--- config.mk ---
export PLATFORM = sky130hd
export DESIGN_NAME = pattern_tx
export DESIGN_NICKNAME = d
export VERILOG_FILES = /design/src/rtl/pattern_tx.sv
export SDC_FILE = /design/constraint.sdc
export NUM_CORES = 1
export LEC_CHECK = 0
export ABC_CLOCK_PERIOD_IN_PS = 2600
export BUFFER_PORTS_ARGS = -buffer_cell sky130_fd_sc_hd__buf_4
export CORE_UTILIZATION = 57
export CTS_CLUSTER_DIAMETER = 200
export DETAILED_ROUTE_END_ITERATION = 10
export GPL_TIMING_DRIVEN = 0
export PLACE_DENSITY = 0.79
export SLEW_MARGIN = 0
export SYNTH_ARGS = -nofsm -noshare
export SYNTH_HDL_FRONTEND = slang
export SYNTH_SLANG_ARGS = --single-unit
--- constraint.sdc ---
create_clock -name CLK -period 2.6 [get_ports CLK]
set_input_delay 0.39 -clock CLK [delete_from_list [all_inputs] [get_ports CLK]]
set_output_delay 0.39 -clock CLK [all_outputs]
set_load 0.02 [all_outputs]
--- src/rtl/pattern_tx.sv ---
// Serial pattern transmitter: shifts a captured frame out MSB-of-frame first,
// repeating it Rep extra times with a one-cycle low gap between repetitions.
module pattern_tx #(
    parameter int WIDTH = 8
) (
    input  logic             CLK,
    input  logic             RST,
    input  logic             Load,
    input  logic [WIDTH-1:0] Data,
    input  logic [2:0]       Len,
    input  logic [3:0]       Rep,
    output logic             Out1,
    output logic             Busy,
    output logic             Done
);

    typedef enum logic [1:0] {
        IDLE  = 2'd0,
        SHIFT = 2'd1,
        GAP   = 2'd2,
        DONE  = 2'd3
    } state_t;

    state_t           state;
    logic [WIDTH-1:0] data_r;
    logic [2:0]       len_r;
    logic [3:0]       rep_r;
    logic [2:0]       bit_cnt;
    logic [3:0]       rep_cnt;
    logic [2:0]       nxt_idx;

    // Index of the bit that follows the one currently on Out1.
    always_comb begin
        nxt_idx = len_r - bit_cnt - 3'd1;
    end

    always_ff @(posedge CLK) begin
        if (RST) begin
            state   <= IDLE;
            data_r  <= '0;
            len_r   <= '0;
            rep_r   <= '0;
            bit_cnt <= '0;
            rep_cnt <= '0;
            Out1    <= 1'b0;
            Busy    <= 1'b0;
            Done    <= 1'b0;
        end else begin
            case (state)
                IDLE, DONE: begin
                    Done <= 1'b0;
                    if (Load) begin
                        data_r  <= Data;
                        len_r   <= Len;
                        rep_r   <= Rep;
                        bit_cnt <= '0;
                        rep_cnt <= '0;
                        Out1    <= Data[Len];
                        Busy    <= 1'b1;
                        state   <= SHIFT;
                    end else begin
                        Out1  <= 1'b0;
                        Busy  <= 1'b0;
                        state <= IDLE;
                    end
                end
                SHIFT: begin
                    if (bit_cnt < len_r) begin
                        bit_cnt <= bit_cnt + 3'd1;
                        Out1    <= data_r[nxt_idx];
                    end else if (rep_cnt < rep_r) begin
                        rep_cnt <= rep_cnt + 4'd1;
                        Out1    <= 1'b0;
                        state   <= GAP;
                    end else begin
                        Out1  <= 1'b0;
                        Busy  <= 1'b0;
                        Done  <= 1'b1;
                        state <= DONE;
                    end
                end
                GAP: begin
                    bit_cnt <= '0;
                    Out1    <= data_r[len_r];
                    state   <= SHIFT;
                end
                default: begin
                    Out1  <= 1'b0;
                    Busy  <= 1'b0;
                    Done  <= 1'b0;
                    state <= IDLE;
                end
            endcase
        end
    end

endmodule

* Word level (Yosys, flattened, before mapping)
Index checks and enable logic that the tools add are counted.
** Word-level totals
- Output and inout bits :: 3
- Word-level logic and storage cells :: 60
- Input port bits :: 18
- Flip-flop bits (word level) :: 27
** Cells by class
- Multiplexer cells :: 27
- $add $sub $neg :: 4
- $lt $le $gt $ge :: 5
- Eq/ne operators :: 8
- Reduce and logical (&&, ||, !) cells :: 7
** Operator list (number)
- 3-bit by 4-bit < comparator with 1-bit output (second input constant) :: 3
- 1-bit two-way mux :: 12
- 4-bit two-way mux :: 3
- 2-bit != test (second input constant) :: 5
- 1-bit binary-select mux with 3-bit select :: 3
- 3-bit one-hot mux with 3 select lines :: 1
- 4-bit one-hot mux with 2 select lines :: 1
- 3-bit two-way mux :: 2
- 2-bit one-hot mux with 3 select lines :: 1
- 4-bit by 1-bit adder with 4-bit output (second input constant) :: 1
- 2-bit equality test (second input constant) :: 2
- 4-bit < comparator :: 1
- 1-bit one-hot mux with 2 select lines :: 2
- 2-bit AND reduction :: 2
- 4-bit AND reduction :: 1
- 3-bit by 1-bit adder with 3-bit output (second input constant) :: 1
- 3-bit < comparator :: 1
- 1-bit one-hot mux with 3 select lines :: 1
- 3-bit AND reduction :: 1
- 3-bit by 1-bit subtractor with 3-bit output (second input constant) :: 1
- 3-bit subtractor :: 1
- 2-bit by 1-bit equality test with 1-bit output (second input constant) :: 1
- 2-bit logical NOT :: 1
- 2-bit two-way mux :: 1
- other kinds (2) :: 2

* Logic depth before layout (Yosys ltp)
- Depth in word-level cells :: 6
- Mapped depth :: 8
- Mapped depth without buffers :: 7

* Least setup slack after synthesis
OpenSTA, ideal clock, no wires.
- Path kind :: reg-to-reg
- Start :: reg len_r[1]
- End :: reg rep_cnt[0]
- Path slack :: 0.605 ns
- Clock period less this slack :: 1.995 ns
- Required time :: 2.530 ns
- Library setup time :: 0.070 ns
- Stages on the path, launching flop included :: 9
- Buffers on the path :: 1
- Arrival time :: 1.925 ns
- Path through :: dfxtp_1 -> clkbuf_1 -> inv_1 -> ha_1 -> nand2_1 -> o21a_1 -> a211oi_1 -> mux2_2 -> a21oi_1
** Between the ends
- Cells in the longest elaborated chain, start to end :: 3
** RTL lines
- from (decl) :: line 26 : logic [2:0] len_r;
- from (signal assigned) :: line 54 : len_r <= Len;
- 3-bit < comparator :: line 68 : if (bit_cnt < len_r) begin
- 2-bit != test (no source line)
- 4-bit AND reduction (no source line)
- to (signal assigned) :: line 72 : rep_cnt <= rep_cnt + 4'd1;
- to (decl) :: line 29 : logic [3:0] rep_cnt;
Every way passes these cells.
A chain may end at the register's enable or synchronous reset.

* Worst setup path after layout
Same ends and word-level chain as after synthesis.

==> out/metrics.cfg <==
[outcome]
outcome = finished clean

[route]
drc_errors = 0
ant_nets = 0
highest_layer = met4
drt_iter0_drc = 35
wl_met2_um = 1690
wirelength_um = 3470
wl_per_cell_um = 14.6
route.vias.total = 1414
routed_via_density = 5.94
wl_met3_um = 147
met1_length_um = 1560
first_pass_iters = 4

[synthesis]
ys_ff_latch = 27
synthSimpleGateAreaFrac_pct = 21.2
synth.top_cells.by_area = dfxtp_1, nand2_1, ha_1, a21oi_1, mux4_2
synth_compound_area_share_pct = 18.1
yosysSeqAreaShare_pct = 34.1
yosys_warnings = 0
synth_xor_xnor_area_share_pct = 0.552
synth_top_family_by_area = simple AND/OR/NAND/NOR gates
synth_nets = 215
ys.flop_type = dfxtp_1
async_reset_ff_share_pct = 0
synth_top_cell_area_share_pct = 34.1
netlist_instances = 185
synth_area_per_cell_um2 = 8.58
synth_adder_area_share_pct = 9.94
synth.distinct_cells = 42
synth_edf_count = 0
synth_area_leader_cell = dfxtp_1
synth_mux_area_share_pct = 10.3
synth_area_mm2 = 0.00159

[worst_setup_path]
crit_slowest_cell = dfxtp_1
path_max_fanout = 7
cp_top_family = compound AO/OA/AOI/OAI gates
critPathCaptureType = flip-flop
r2r-start = len_r[1]
startpoint = len_r[1]
cp.required_ns = 2.86
r2r-end = rep_cnt[0]
crit_buf_inv = 2
path_class = reg -> reg
r2r_setup_slack_ns = 0.29
slowest_delay_ns = 0.40
crit_chain = clkbuf_1 > inv_1 > ha_1 > nand2_1 > o21a_1 > a211oi_1 > mux2_2 > a21oi_1
startpoint_type = flip-flop
crit_cells = 8
endpoint = rep_cnt[0]
rr_worst_depth = 8
worstPathArrival_ns = 2.57

[sta]
tns_ns = 0
timing.final.ws_setup_ns = 0.291
fin_skew_ns = 0.00263
grt_setup_unrepaired = no
fin_crit_ns = 2.31
tightest_slew_ns = 0.515
maxSlewHeadroom_pct = 65.7
finalSetupViolCount = 0
finalMaxSlewViolations = 0
hold_slack_ns = 0.293
fmax_mhz = 433
period_share_pct = 88.8
hold_viol = 0

[hold_path]
hold_class = in -> reg

[pwr]
p_per_area_mw_per_mm2 = 770
p_leak_nw = 0.692
max-vdd-ir-drop_uv = 516
p_total_mw = 1.38

[cts]
cts_buffer_depth = 2
post_cts_resized = 0
htreeDepth = 1
cts_hold_buf = 0
insertion_delay_ns = 0.32
cts_tree = built
path_clk_slew_ns = 0.14
clock-sinks = 27
post-cts-setup-buffers = 0
cts-root-buf = clkbuf_4
numCtsBuffers = 3

[placement]
port_buffers = 19
placed_area_mm2 = 0.00177
dp_cells = 234
gp_routability_congestion = 0.810
place_ws_ns = 0.338
hpwl_um = 2730

[global_route]
grt_pass1_vias = 1330
grt_overflow = 0
grt_usage_pct = 27.6
antenna_found_initial = 0
grt_max_degree = 15
grt_pass1_wl_um = 5780

[floorplanning]
die-area_mm2 = 0.00300
io_pins = 21
rows = 18
die_y_um = 54.8
die_w_um = 54.8
initial_core_util_pct = 62.3
core-area_mm2 = 0.00254

[layout]
diodes = 0
n_fill_cell = 200
instances_no_fill = 238
drive_gt1_share_pct = 16.8
nets = 239
design_area_mm2 = 0.00179
syn_to_final_growth_pct = 13.0
finish.utilization_pct = 70.5

[job]
drv_cap = 0

==> power breakdown <==
part	switching (mW)	internal (mW)	leakage, nW
Combinational	0.377	0.293	0.456
Clock	0.120	0.0602	0.0150
Sequential	0.0508	0.480	0.221
==> routing by layer <==
layer	vias up	global-route usage, %
met5	-	0
met4	0	13.2
met3	7	4.44
met2	44	46.4
met1	665	33.8
li1	698	-
==> how the worst min path moves through the flow <==
stage / cells after the start / startpoint / slack [ns] / endpoint
3_5_place_dp: 2 / rep_r[3] / 0.45 / rep_r[3]
2_1_floorplan: 2 / rep_r[0] / 0.43 / rep_r[0]
3_3_place_gp: 2 / rep_r[2] / 0.44 / rep_r[2]
6_report: 3 / Rep[2] / 0.29 / rep_r[2]
4_1_cts: 3 / Rep[1] / 0.29 / rep_r[1]
5_1_grt: 3 / Data[1] / 0.30 / data_r[1]
==> state kept, by name, summed over array words and instances, names as in the netlist <==
register,count
data_r,8
rep_cnt,4
rep_r,4
bit_cnt,3
len_r,3
state,2
Busy,1
Done,1
Out1,1
==> Yosys cell counts, types with 3 or more instances <==
library cell and n:
dfxtp_1 27, o21ai_0 5, inv_1 9, mux2i_1 4, nand3b_1 3, a21oi_1 25
clkbuf_1 8, nand2_1 41, mux4_2 5, nor2_1 4, ha_1 11, a31oi_1 4
==> cells in the final DEF (no fill, tap or decap), types with 3 or more instances in the layout <==
cell type   n
inv_1       9
nor2_1      4
buf_4      19
nand3b_1    3
o21ai_0     5
nand2_1    41
mux4_2      5
a31oi_1     4
dfxtp_1    27
ha_1       11
clkbuf_1    9
mux2i_1     4
a21oi_1    25
clkbuf_4    3
==> final cells by class <==
type,count,area (um2),share of cell area (%)
repair buffers,19,143,7.96
flip-flops and latches,27,541,30.1
clock buffers,4,26.3,1.47
plain buffers,11,57.6,3.21
multi-input cells,138,955,53.2
well taps,30,37.5,2.09
inverters,9,33.8,1.88
==> cells by family (layout without fill, tap and decap cells) <==
group	count (synthesis)	count (layout)
AOI/OAI and AO/OA	47	47
xor gates and xnor gates	1	1
DFF	27	27
muxes	10	10
and+or+nand+nor	68	68
adders and majority gates	12	12
buffers and inverters	20	43
==> worst reg2reg max path: stages (launching register included) <==
cell	delay (ns)
dfxtp_1	0.40
clkbuf_1	0.29
inv_1	0.09
ha_1	0.28
nand2_1	0.07
o21a_1	0.26
a211oi_1	0.34
mux2_2	0.37
a21oi_1	0.14
Note: power is estimated with default switching activity, not from simulation.
